## src/rtl/tmp_conv_sched_pkg.sv

```systemverilog
// Shared types and default constants for the temperature-sensor conversion scheduler.
package tmp_pkg;

  localparam int unsigned RST_CYC_D    = 4;
  localparam int unsigned SETTLE_SMP_D = 8;
  localparam int unsigned WIN_LOG2_D   = 8;
  localparam int unsigned PERIOD_W_D   = 16;

  typedef enum logic [2:0] {
    IDLE,
    WAKE,
    SETTLE,
    MEAS,
    DONE,
    INTERVAL
  } tmp_state_e;

endpackage

```

## src/rtl/tmp_conv_sched_if.sv

```systemverilog
// Result port between the conversion scheduler and the readout block.
interface tmp_conv_sched_if
  import tmp_pkg::*;
#(
  parameter int unsigned WIN_LOG2 = WIN_LOG2_D
) ();

  logic [WIN_LOG2:0] res_data;
  logic              res_valid;
  logic              res_ready;

  modport master (
    output res_data,
    output res_valid,
    input  res_ready
  );

  modport slave (
    input  res_data,
    input  res_valid,
    output res_ready
  );

endinterface

```

## src/rtl/tmp_conv_sched_evt_sync.sv

```systemverilog
// Brings the core's toggle strobe and comparator bit into the clk domain.
module tmp_evt_sync
  import tmp_pkg::*;
(
  input  logic clk,
  input  logic reset,
  input  logic i_smp,
  input  logic i_cmp,
  output logic o_evt,
  output logic o_bit
);

  logic [2:0] r_smp;
  logic [1:0] r_cmp;

  always_ff @(posedge clk or posedge reset) begin
    if (reset) begin
      r_smp <= '0;
      r_cmp <= '0;
    end else begin
      r_smp <= {r_smp[1:0], i_smp};
      r_cmp <= {r_cmp[0], i_cmp};
    end
  end

  // Either edge of the strobe is one decision.
  assign o_evt = r_smp[2] ^ r_smp[1];
  assign o_bit = r_cmp[1];

endmodule

```

## src/rtl/tmp_conv_sched.sv

```systemverilog
// Conversion scheduler: resets the sensor core, skips settling decisions, counts ones over a window.
module tmp_conv_sched
  import tmp_pkg::*;
#(
  parameter int unsigned RST_CYC    = RST_CYC_D,
  parameter int unsigned SETTLE_SMP = SETTLE_SMP_D,
  parameter int unsigned WIN_LOG2   = WIN_LOG2_D,
  parameter int unsigned PERIOD_W   = PERIOD_W_D
) (
  input  logic                clk,
  input  logic                reset,
  input  logic                en,
  input  logic [PERIOD_W-1:0] period,
  output logic                core_rst,
  input  logic                core_smp,
  input  logic                core_cmp,
  tmp_conv_sched_if.master    res,
  output logic                busy,
  output logic                ovr,
  input  logic                ovr_clr
);

  localparam int unsigned          CYC_W     = (PERIOD_W > 4) ? PERIOD_W : 4;
  localparam logic [CYC_W-1:0]     WAKE_LAST = CYC_W'(RST_CYC - 1);
  localparam logic [7:0]           SET_LAST  = 8'(SETTLE_SMP - 1);
  localparam logic [WIN_LOG2:0]    WIN_LAST  = {1'b0, {WIN_LOG2{1'b1}}};

  tmp_state_e          r_state;
  tmp_state_e          w_state_nx;
  logic [CYC_W-1:0]    r_cyc;
  logic [PERIOD_W-1:0] r_per;
  logic [7:0]          r_set;
  logic [WIN_LOG2:0]   r_nsmp;
  logic [WIN_LOG2:0]   r_ones;
  logic [WIN_LOG2:0]   r_data;
  logic                r_valid;
  logic                r_ovr;

  logic                w_evt;
  logic                w_bit;
  logic                w_wake_end;
  logic                w_int_end;
  logic                w_set_end;
  logic                w_win_end;
  logic                w_drop;
  logic [CYC_W-1:0]    w_per_last;

  tmp_evt_sync u_sync (
    .clk   (clk),
    .reset (reset),
    .i_smp (core_smp),
    .i_cmp (core_cmp),
    .o_evt (w_evt),
    .o_bit (w_bit)
  );

  assign w_per_last = CYC_W'(r_per) - CYC_W'(1);
  assign w_wake_end = (r_cyc == WAKE_LAST);
  assign w_int_end  = (r_cyc == w_per_last);
  assign w_set_end  = (r_set == SET_LAST);
  assign w_win_end  = (r_nsmp == WIN_LAST);
  assign w_drop     = (r_state == DONE) && r_valid && !res.res_ready;

  always_ff @(posedge clk or posedge reset) begin
    if (reset) begin
      r_state <= IDLE;
    end else begin
      r_state <= w_state_nx;
    end
  end

  always_comb begin
    w_state_nx = r_state;
    if (r_state != IDLE && !en) begin
      w_state_nx = IDLE;
    end else begin
      case (r_state)
        IDLE:     if (en) w_state_nx = WAKE;
        WAKE:     if (w_wake_end) w_state_nx = (SETTLE_SMP == 0) ? MEAS : SETTLE;
        SETTLE:   if (w_evt && w_set_end) w_state_nx = MEAS;
        MEAS:     if (w_evt && w_win_end) w_state_nx = DONE;
        DONE:     w_state_nx = (period == '0) ? WAKE : INTERVAL;
        INTERVAL: if (w_int_end) w_state_nx = WAKE;
        default:  w_state_nx = IDLE;
      endcase
    end
  end

  always_comb begin
    core_rst = 1'b1;
    busy     = 1'b1;
    case (r_state)
      IDLE:               busy     = 1'b0;
      SETTLE, MEAS, DONE: core_rst = 1'b0;
      default:            core_rst = 1'b1;
    endcase
  end

  // Cycle counter restarts on every state change, so it serves both WAKE and INTERVAL.
  always_ff @(posedge clk or posedge reset) begin
    if (reset) begin
      r_cyc  <= '0;
      r_per  <= '0;
      r_set  <= '0;
      r_nsmp <= '0;
      r_ones <= '0;
    end else begin
      if (w_state_nx != r_state) begin
        r_cyc <= '0;
      end else if (r_state == WAKE || r_state == INTERVAL) begin
        r_cyc <= r_cyc + CYC_W'(1);
      end

      if (r_state == DONE) begin
        r_per <= period;
      end

      if (w_state_nx == WAKE && r_state != WAKE) begin
        r_set  <= '0;
        r_nsmp <= '0;
        r_ones <= '0;
      end else if (w_evt && r_state == SETTLE) begin
        r_set <= r_set + 8'd1;
      end else if (w_evt && r_state == MEAS) begin
        r_nsmp <= r_nsmp + (WIN_LOG2 + 1)'(1);
        r_ones <= r_ones + {{WIN_LOG2{1'b0}}, w_bit};
      end
    end
  end

  // DONE reloads even when the held result is being taken in that same cycle.
  always_ff @(posedge clk or posedge reset) begin
    if (reset) begin
      r_data  <= '0;
      r_valid <= 1'b0;
      r_ovr   <= 1'b0;
    end else begin
      if (r_state == DONE && (!r_valid || res.res_ready)) begin
        r_data  <= r_ones;
        r_valid <= 1'b1;
      end else if (r_valid && res.res_ready) begin
        r_valid <= 1'b0;
      end

      if (w_drop) begin
        r_ovr <= 1'b1;
      end else if (ovr_clr) begin
        r_ovr <= 1'b0;
      end
    end
  end

  assign res.res_data  = r_data;
  assign res.res_valid = r_valid;
  assign ovr           = r_ovr;

endmodule

```

## src/flat_wrapper.sv

```systemverilog
// flat-port wrapper written by rule: the top's interface ports become plain ports
module tmp_conv_sched_flat import tmp_pkg::*;
#(
  parameter int unsigned RST_CYC    = RST_CYC_D,
  parameter int unsigned SETTLE_SMP = SETTLE_SMP_D,
  parameter int unsigned WIN_LOG2   = WIN_LOG2_D,
  parameter int unsigned PERIOD_W   = PERIOD_W_D
)
  (clk, reset, en, period, core_rst, core_smp, core_cmp, busy, ovr, ovr_clr, res_res_data, res_res_valid, res_res_ready);
  tmp_conv_sched_if #(.WIN_LOG2(WIN_LOG2)) res_i ();
  input  logic clk;
  input  logic reset;
  input  logic en;
  input  logic [PERIOD_W-1:0] period;
  output logic core_rst;
  input  logic core_smp;
  input  logic core_cmp;
  output logic busy;
  output logic ovr;
  input  logic ovr_clr;
  output wire logic [$bits(res_i.res_data)-1:0] res_res_data;
  output wire logic [$bits(res_i.res_valid)-1:0] res_res_valid;
  input wire logic [$bits(res_i.res_ready)-1:0] res_res_ready;
  assign res_res_data = res_i.res_data;
  assign res_res_valid = res_i.res_valid;
  assign res_i.res_ready = res_res_ready;
  tmp_conv_sched #(.RST_CYC(RST_CYC), .SETTLE_SMP(SETTLE_SMP), .WIN_LOG2(WIN_LOG2), .PERIOD_W(PERIOD_W)) u_core (.clk(clk), .reset(reset), .en(en), .period(period), .core_rst(core_rst), .core_smp(core_smp), .core_cmp(core_cmp), .res(res_i), .busy(busy), .ovr(ovr), .ovr_clr(ovr_clr));
endmodule
```

## config.mk

```make
export PLATFORM = sky130hd
export DESIGN_NAME = tmp_conv_sched_flat
export DESIGN_NICKNAME = d
export VERILOG_FILES = /design/src/rtl/tmp_conv_sched_pkg.sv /design/src/rtl/tmp_conv_sched_if.sv /design/src/rtl/tmp_conv_sched_evt_sync.sv /design/src/rtl/tmp_conv_sched.sv /design/src/flat_wrapper.sv
export SDC_FILE = /design/constraint.sdc
export NUM_CORES = 1
export LEC_CHECK = 0
export CAP_MARGIN = 40
export CORE_MARGIN = 2
export CORE_UTILIZATION = 50
export DETAILED_ROUTE_END_ITERATION = 6
export MAX_ROUTING_LAYER = met4
export PLACE_DENSITY = 0.82
export RECOVER_POWER = 50
export SYNTH_ARGS = -nofsm -noshare
export SYNTH_HDL_FRONTEND = slang
export SYNTH_SLANG_ARGS = --single-unit
```

## constraint.sdc

```tcl
create_clock -name clk -period 3.45 [get_ports clk]
set_input_delay 0.5175 -clock clk [delete_from_list [all_inputs] [get_ports clk]]
set_output_delay 0.5175 -clock clk [all_outputs]
set_load 0.005 [all_outputs]
```

==> metrics.cfg, run 1 <==
[placed_design]
io_buffers = 35
preCtsSetupSlack_ps = 419.3
gp_congestion = 0.9277
dpl.hpwl_um = 6322

[global_routing]
met1_usage_pct = 25.10
grt_max_degree = 44
grt_antenna_before_repair = 0
grt_overflow = 0
grt_pass1_vias = 3458
grt-busiest-layer = met2
use_met3_pct = 3.794
grt_pass1_wl_um = 15840
use_met2_pct = 33.93
grtUsageTotal_pct = 20.68

[timing]
fmax_mhz = 323.5
rsz0062_at_grt = false
slew_headroom_pct = 15.30
tightest_slew_ps = 1269
setup_slack_ps = 358.6
report.final.hold_viol_count = 0
tns_ps = 0
fin_skew_ps = 6.459
setup_violations = 0
maxSlewViolCount = 0
period_share_pct = 89.61
period_needed_ps = 3091

[clocking]
cts_root_buf = clkbuf_8
insertion_delay_ps = 360
cts_buffers = 9
clkSlewWorstSetupHoldPaths_ps = 80
clockBufferDepth = 2
hold_buffers = 0
cts_setup_buffers = 0
cts-resized-gates = 0
cts_tree = done
numClockSinks = 77
h-tree-depth = 3

[critical_path]
cp_slowest_stage_delay_ps = 660
cpLargestDelayFamily = buffers and inverters
crit_fanout = 22
critical_path_class = flip-flop to primary output
critPathSlowestCell = clkbuf_1
worstSetupEndpointType = primary output
worstPathArrival_ps = 2570
worstPathRequired_ps = 2930
crit_buf_inv = 2
path_cells = nor2_1, and2_1, clkbuf_1, nor2_1, clkdlybuf4s50_1
cp-start-kind = flip-flop
crit_top_cell = nor2_1

[yosys]
synth.avg_cell_area_um2 = 9.625
yosysWarningCount = 0
synth_cell_type_count = 53
async_flop_share_pct = 100.0
synth_ff_type = dfrtp_1
synth_area_mm2 = 0.004418
ys_seq_area_share_pct = 43.61
netlist_instances = 459
synth_nets = 489
synth_edf_count = 0
ys_seq_elements = 77

[outcome]
status = finished clean

[cells_and_area]
drive_above_1_share_pct = 12.88
diodes = 0
utilization_pct = 58.29
layout.nets = 514
syn_to_final_growth_pct = 13.93

[drt]
drtIter0Drc = 179
detail-route-antenna-nets = 0
post_drt_wl_per_cell_um = 15.10
via_per_inst = 5.586
vias = 3335
drcViolationCount = 0
routed_wirelength_um = 9012
first_pass_iters = 4

[floorplanning]
std_cell_rows = 34
start_util_pct = 51.16
die_w_um = 98
die_h_um = 98
dieArea_mm2 = 0.009604
core_mm2 = 0.008636
num_io_pins = 36

[pwr]
total_power_mw = 2.277
peakVddDrop_mv = 0.2979
power_density_mw_per_mm2 = 452.3
p_leak_nw = 2.169

[flow_run]
cap_violations = 0

[hold_path]
min_path_type = flip-flop to flip-flop

-- cell families (layout without fill, tap and decap cells) --
group,after synthesis,in the layout,synth area share (%)
AOI/OAI and AO/OA,33,33,6.826
adders and majority gates,7,7,1.982
xor gates and xnor gates,57,57,11.30
DFF,77,77,43.61
muxes,14,14,3.427
buffers and inverters,43,73,5.239
and+or+nand+nor,228,228,27.61
-- through the flow --
step                area, µm²  std cells  hold WS, ps
floorplan                4418        459        331.2
global placement         4806        581        332.8
global route             5034        597        377.3
detailed placement       4806        581        341.9
CTS                      5052        597        367.5
finish                   5034        597        362.4
-- final timing paths --
path | start | endpoint | slack, ps | cells past startpoint
min | u_core.u_sync.r_smp[0] | u_core.u_sync.r_smp[1] | 360 | 0
max | u_core.r_state[1] | core_rst | 360 | 5
min reg2reg | u_core.u_sync.r_smp[0] | u_core.u_sync.r_smp[1] | 360 | 0
max in group asynchronous | reset | u_core.r_cyc[15] | 800 | 3
min in group asynchronous | reset | u_core.r_ones[5] | 940 | 2
max reg2reg | u_core.r_per[0] | u_core.r_cyc[12] | 460 | 9
-- flip-flops by register name (all words and copies together), names as in the netlist --
signal / count
u_core.r_cyc: 16
u_core.u_sync.r_cmp: 2
u_core.res.res_valid: 1
u_core.r_ones: 9
u_core.ovr: 1
u_core.r_state: 3
u_core.u_sync.r_smp: 3
u_core.r_set: 8
u_core.r_nsmp: 9
u_core.res.res_data: 9
u_core.r_per: 16
-- where the power goes --
| group | total [mW] | internal [mW] | switching (mW) |
|---|---|---|---|
| clock network | 0.836 | 0.484 | 0.352 |
| logic | 0.357 | 0.177 | 0.180 |
| registers | 1.08 | 0.978 | 0.106 |
| total | 2.28 | 1.64 | 0.638 |
-- cell type report --
class                           count  area (µm²)
Fill cell                         701        3602
Multi-Input combinational cell    339        2260
Sequential cell                    77        1927
Timing Repair Buffer               42       409.1
Tap cell                          108       135.1
Clock buffer                        9       123.9
Clock inverter                      7       122.6
Inverter                           15       56.30
-- cell usage after synthesis (3+ instances only) --
library cell	number	area, µm²
a21oi_1	4	20.02
and2_1	5	31.28
and3_1	5	31.28
and4_1	3	26.28
buf_2	9	45.04
buf_6	3	33.78
clkbuf_1	12	45.04
dfrtp_1	77	1927
ha_1	7	87.58
inv_1	15	56.30
mux2_2	9	101.4
mux2i_1	5	50.05
nand2_1	79	296.5
nand2b_1	4	25.02
nand3_1	15	75.07
nand4_1	11	68.82
nor2_1	39	146.4
nor2b_1	4	25.02
nor3_1	11	55.05
nor3_2	20	200.2
nor4_1	15	93.84
o21ai_0	4	20.02
or2_2	3	18.77
or3_1	5	31.28
xnor2_1	29	254.0
xor2_1	28	245.2
-- placed cells by master (no fill, tap or decap), types with 15 or more instances in the layout --
cell type | netlist | final
nor3_2 | 20 | 20
clkdlybuf4s50_1 | 0 | 32
nor2_1 | 39 | 39
inv_1 | 15 | 15
dfrtp_1 | 77 | 77
nor4_1 | 15 | 15
nand3_1 | 15 | 15
xnor2_1 | 29 | 29
nand2_1 | 79 | 79
xor2_1 | 28 | 28
-- routing by layer --
layer	wire, µm	share of wire [%]	vias up
li1	-	-	1622
met2	4534	50	72
met5	0	0	-
met1	3962	44	1624
met4	212	2.4	0
met3	303	3.4	17
Note: power is estimated with default switching activity, not from simulation.
==> inputs of run 2 (changes only) <==
--- a/config.mk
+++ b/config.mk
@@ -5,9 +5,11 @@
 export SDC_FILE = /design/constraint.sdc
 export NUM_CORES = 1
 export LEC_CHECK = 0
+export ABC_AREA = 0
 export CAP_MARGIN = 40
 export CORE_MARGIN = 2
 export CORE_UTILIZATION = 50
+export CTS_CLUSTER_SIZE = 20
 export DETAILED_ROUTE_END_ITERATION = 6
 export MAX_ROUTING_LAYER = met4
 export PLACE_DENSITY = 0.82
==> constraint.sdc (replaced) <==
create_clock -name clk -period 3.25 [get_ports clk]
set_input_delay 0.4875 -clock clk [delete_from_list [all_inputs] [get_ports clk]]
set_output_delay 0.4875 -clock clk [all_outputs]
set_load 0.005 [all_outputs]
==> run 2 against run 1 <==
- critical path type is now flip-flop to flip-flop
- cell count is 0.34% higher
- register-to-register slack worse by 50 ps
- global-route usage is 0.23 points higher
- routed wire length is 0.61% higher
- the flow now finishes with violations (capacitance limit, slew limit)
- hold slack worse by 8.9 ps
- clock skew is 2.9 ps higher
- largest power group unchanged
==> metrics.cfg, run 2 (same netlist as run 1, synthesis figures left out) <==
[cells_and_area]
layout.nets = 516
drive_above_1_share_pct = 13.44
utilization_pct = 58.27
layout_common_cells = nand2_1 (79), dfrtp_1 (77), nor2_1 (39), clkdlybuf4s50_1 (32), xnor2_1 (29)
diodes = 0
fill_cells = 700
syn_to_final_growth_pct = 13.91
reg.largest.list = u_core.r_cyc x16, u_core.r_per x16
layout_commonest_cell = nand2_1

[global_routing]
grtUsageTotal_pct = 20.91
grt_overflow = 0
grt_antenna_before_repair = 0
grt_max_degree = 78
grt_pass1_vias = 3429
grt_pass1_wl_um = 15840

[timing]
report.final.hold_viol_count = 0
fmax_mhz = 352.0
period_share_pct = 87.42
maxSlewViolCount = 78
rsz0062_at_grt = false
tightest_slew_ps = 1888
period_needed_ps = 2841
slew_headroom_pct = -25.89
fin_skew_ps = 9.340
setup_violations = 0
tns_ps = 0

[placed_design]
gp_congestion = 0.8974
dpl.hpwl_um = 6345
io_buffers = 35

[critical_path]
critPathSlowestCell = dfrtp_1
critical_path_class = flip-flop to flip-flop
worstPathRequired_ps = 3500
crit_buf_inv = 2
worstSetupEndpointType = flip-flop
crit_top_cell = a2111oi_4
cp_slowest_stage_delay_ps = 420
worstPathArrival_ps = 3090
crit_fanout = 26
path_cells = inv_1, ha_1, nor3b_1, and3_1, xor2_1, o211ai_1, a2111oi_4, and4_1, buf_12, a2111oi_4
cp-start-kind = flip-flop
cpLargestDelayFamily = simple AND/OR/NAND/NOR gates

[floorplanning]
start_util_pct = 51.16
core_mm2 = 0.008636
num_io_pins = 36
die_h_um = 98
std_cell_rows = 34
dieArea_mm2 = 0.009604
die_w_um = 98

[drt]
first_pass_iters = 4
post_drt_wl_per_cell_um = 15.14
drtIter0Drc = 167
routed_wirelength_um = 9067
via_per_inst = 5.594
drcViolationCount = 0
vias = 3351
detail-route-antenna-nets = 0

[clocking]
hold_buffers = 0
numClockSinks = 77
cts_root_buf = clkbuf_8
clkSlewWorstSetupHoldPaths_ps = 80
cts_tree = done
insertion_delay_ps = 360
cts-resized-gates = 0
cts_buffers = 9
h-tree-depth = 3
cts_setup_buffers = 0
clockBufferDepth = 2

[flow_run]
cap_violations = 1

[pwr]
total_power_mw = 2.323
p_leak_nw = 2.173
power_density_mw_per_mm2 = 461.7
peakVddDrop_mv = 0.3613

[outcome]
status = finished with violations
violations = capacitance limit, slew limit

[hold_path]
min_path_type = flip-flop to flip-flop

## run 2: area by class of cell
type	instances	area, µm²	share of cell area (%)
Clock buffer	9	123.9	2.461
Clock inverter	7	90.09	1.790
Inverter	15	56.30	1.119
Multi-Input combinational cell	339	2260	44.90
Sequential cell	77	1927	38.29
Tap cell	108	135.1	2.685
Timing Repair Buffer	44	440.4	8.752
## run 2: worst register-to-register path, delay by kind of cell, from the launching register on
kind / cells / cell delay, ps
buffers and inverters: 2 / 280
xor gates and xnor gates: 1 / 80
adders and majority gates: 1 / 200
and+or+nand+nor: 3 / 960
DFF: 1 / 420
AOI/OAI and AO/OA: 3 / 800
## run 2: metrics by stage
stage          area, µm²  setup WS [ps]  hold WS (ps)  std cells
2_1_floorplan       4418          673.4         331.2        459
3_3_place_gp        4826          314.3         332.8        582
3_5_place_dp        4833          204.6         340.5        583
4_1_cts             5047          432.9         359.2        599
5_1_grt             5032          191.1         365.1        599
6_report            5032          408.7         353.4        599
## run 2: final timing paths
kind | slack [ps] | to | cells past startpoint | startpoint
max reg2reg | 410 | u_core.r_nsmp[8] | 10 | u_core.r_per[0]
min reg2reg | 350 | u_core.u_sync.r_smp[1] | 0 | u_core.u_sync.r_smp[0]
max | 410 | u_core.r_nsmp[8] | 10 | u_core.r_per[0]
max in group asynchronous | 910 | u_core.r_nsmp[4] | 3 | reset
min in group asynchronous | 1250 | u_core.r_state[0] | 3 | reset
min | 350 | u_core.u_sync.r_smp[1] | 0 | u_core.u_sync.r_smp[0]
## run 2: power breakdown
group / leakage, nW / switching [mW] / internal, mW
Combinational: 1.06 / 0.191 / 0.193
Clock: 0.105 / 0.360 / 0.428
Sequential: 1.01 / 0.114 / 1.04
Total: 2.17 / 0.665 / 1.66
## run 2: per-layer routing
layer | track usage [%] | part of all wire [%] | routed length [µm] | up-vias
met5 | - | 0 | 0 | -
met4 | 7.051 | 2.3 | 206 | 0
met3 | 4.868 | 4.4 | 398 | 20
met2 | 34.46 | 49 | 4459 | 84
met1 | 25.43 | 44 | 4002 | 1623
li1 | - | - | - | 1624
==> inputs of run 3 (changes only) <==
--- a/config.mk
+++ b/config.mk
@@ -12,8 +12,9 @@
 export CTS_CLUSTER_SIZE = 20
 export DETAILED_ROUTE_END_ITERATION = 6
 export MAX_ROUTING_LAYER = met4
-export PLACE_DENSITY = 0.82
+export PLACE_DENSITY = 0.83
 export RECOVER_POWER = 50
 export SYNTH_ARGS = -nofsm -noshare
 export SYNTH_HDL_FRONTEND = slang
+export SYNTH_HIERARCHICAL = 1
 export SYNTH_SLANG_ARGS = --single-unit
==> run 3 against run 2 <==
- the flow now finishes without violations
- via count decreased by 4.4%
- register-to-register slack lost 200 ps
- setup slack got worse by 200 ps
- count of clock-buffer cells in the layout unchanged
- sequential power fell by 8%
- synthesized cell count is 7.2% lower
- first-iteration DRC count rose by 47%
==> metrics.cfg, run 3 <==
[yosys]
synth.avg_cell_area_um2 = 9.728
synth_adder_area_share_pct = 2.114
yosysMostFrequentCell = dfrtp_1
synth_ff_type = dfrtp_1
yosys.area_share.xor_xnor_pct = 10.78
synth_area_mm2 = 0.004144
yosys-top-cells-count = dfrtp_1 (77), nor2_1 (66), nand2_1 (31), xor2_1 (29), mux2_2 (23)
ys_seq_elements = 77
yosys.area_share.simple_pct = 22.07
netlist_instances = 426
synth_compound_area_share_pct = 6.793
synth_top_area_share_pct = 46.50
synth_cell_type_count = 47
synth.mux.area_fraction_pct = 7.941
async_flop_share_pct = 100.0
synth_top_cell_by_area = dfrtp_1
ys_seq_area_share_pct = 46.50
synth_edf_count = 0
synth_top_family_by_area = simple AND/OR/NAND/NOR gates
synth_nets = 456
ys_top_cells_by_area = dfrtp_1 (46%), mux2_2 (6.3%), xor2_1 (6.1%)
yosysWarningCount = 6

[drt]
drtIter0Drc = 245
routed_wirelength_um = 8576
vias = 3203
post_drt_wl_per_cell_um = 15.13
first_pass_iters = 4
detail-route-antenna-nets = 0
drcViolationCount = 0
via_per_inst = 5.649

[critical_path]
rr_worst_depth = 8
worstReg2RegEnd = u_core/r_set[5]
critical_path_class = flip-flop to flip-flop
crit_fanout = 10
cp-start-kind = flip-flop
worstPathArrival_ps = 3330
worstSetupEndpointType = flip-flop
timing.rr.start = u_core/r_per[0]
worst-r2r-setup-slack_ps = 200
worstPathRequired_ps = 3530

[timing]
slew_headroom_pct = 23.87
maxSlewViolCount = 0
tightest_slew_ps = 1141
tns_ps = 0
fin_skew_ps = 14.88
fmax_mhz = 328.4
report.final.hold_viol_count = 0
period_needed_ps = 3045
whs_ps = 356.7
setup_slack_ps = 204.7
rsz0062_at_grt = false
period_share_pct = 93.70
setup_violations = 0

[cells_and_area]
syn_to_final_growth_pct = 15.82
regArea_mm2 = 0.001927
layout.nets = 487
reg.largest.list = u_core/r_cyc x16, u_core/r_per x16
instances_no_fill = 567
final_area_mm2 = 0.004800
fill_cells = 680
multiInputGateArea_mm2 = 0.002062
layout_commonest_cell = dfrtp_1
diodes = 0
utilization_pct = 59.01
layout_common_cells = dfrtp_1 (77), nor2_1 (66), clkdlybuf4s50_1 (32), nand2_1 (31), xor2_1 (29)
drive_above_1_share_pct = 11.90

[placed_design]
dp.cells = 551
preCtsSetupSlack_ps = 118.9
gp_congestion = 0.8979
io_buffers = 35
dpl.hpwl_um = 6218
placed_area_mm2 = 0.004602

[floorplanning]
die_w_um = 95.04
num_io_pins = 36
std_cell_rows = 33
core_mm2 = 0.008134
start_util_pct = 50.95
dieArea_mm2 = 0.009033
die_h_um = 95.04

[pwr]
total_power_mw = 2.122
p_leak_nw = 2.081
peakVddDrop_mv = 0.2452
power_density_mw_per_mm2 = 442.0

[clocking]
clockBufferDepth = 2
numClockSinks = 77
cts_setup_buffers = 0
cts_buffers = 9
h-tree-depth = 3
hold_buffers = 0
cts_root_buf = clkbuf_8
cts_tree = done
insertion_delay_ps = 360
clkSlewWorstSetupHoldPaths_ps = 100

[global_routing]
grt_overflow = 0
grt_max_degree = 43
grtUsageTotal_pct = 21.31
grt_pass1_wl_um = 14550
grt_pass1_vias = 3215
grt_antenna_before_repair = 0

[hold_path]
worst_hold_path.endpoint = u_core/u_sync/r_smp[1]
min_path_type = flip-flop to flip-flop
hold_path_startpoint = u_core/u_sync/r_smp[0]
min_path_cells = 0

[flow_run]
cap_violations = 0

[outcome]
status = finished clean

run 3: how the worst max path moves through the flow:
stage | slack [ps] | cells past startpoint | from | endpoint
floorplan | 340 | 11 | u_core/r_per[0] | u_core/r_set[5]
global placement | 210 | 10 | u_core/r_per[0] | u_core/r_set[5]
detailed placement | 120 | 10 | u_core/r_per[0] | u_core/r_set[7]
CTS | 90 | 10 | u_core/r_per[0] | u_core/r_set[5]
global route | 60 | 10 | u_core/r_per[0] | u_core/r_set[7]
finish | 200 | 8 | u_core/r_per[0] | u_core/r_set[5]
run 3: where the power goes:
group	internal, mW	total, mW	switching, mW
registers	1.00	1.06	0.0610
logic	0.146	0.288	0.143
clock network	0.373	0.773	0.399
total	1.52	2.12	0.603
run 3: area by class of cell:
cell class | count | area share, %
clock buffer | 9 | 2.581
clock inverter | 7 | 1.799
inverter | 13 | 1.017
multi-input combinational | 313 | 42.96
sequential | 77 | 40.15
tap | 105 | 2.737
timing repair buffer | 43 | 8.759
run 3: per-layer routing:
metal | global-route usage (%) | vias to the layer above | part of all wire [%]
met2 | 35.40 | 73 | 50
met5 | - | - | 0
met3 | 5.534 | 13 | 5.2
met1 | 25.33 | 1574 | 44
li1 | - | 1543 | -
met4 | 7.126 | 0 | 1.4
run 3: timing repair:
item                                    CTS  global route
endpoints found under the hold margin     0             0
gates resized for setup                   0             2
endpoints found under the setup margin    0             2
run 3: critical path: stages, from the launching register on:
cell and delay [ps]:
dfrtp_1 430, or4_4 620, nor3_1 260, mux2_2 370, o21ai_0 270, and4_1 290
a21oi_2 90, or4_1 500, a21oi_1 150
run 3: kinds of logic after synthesis:
logic type | Yosys count
and+or+nand+nor | 185
DFF | 77
xor gates and xnor gates | 51
AOI/OAI and AO/OA | 40
buffers and inverters | 36
muxes | 30
adders and majority gates | 7
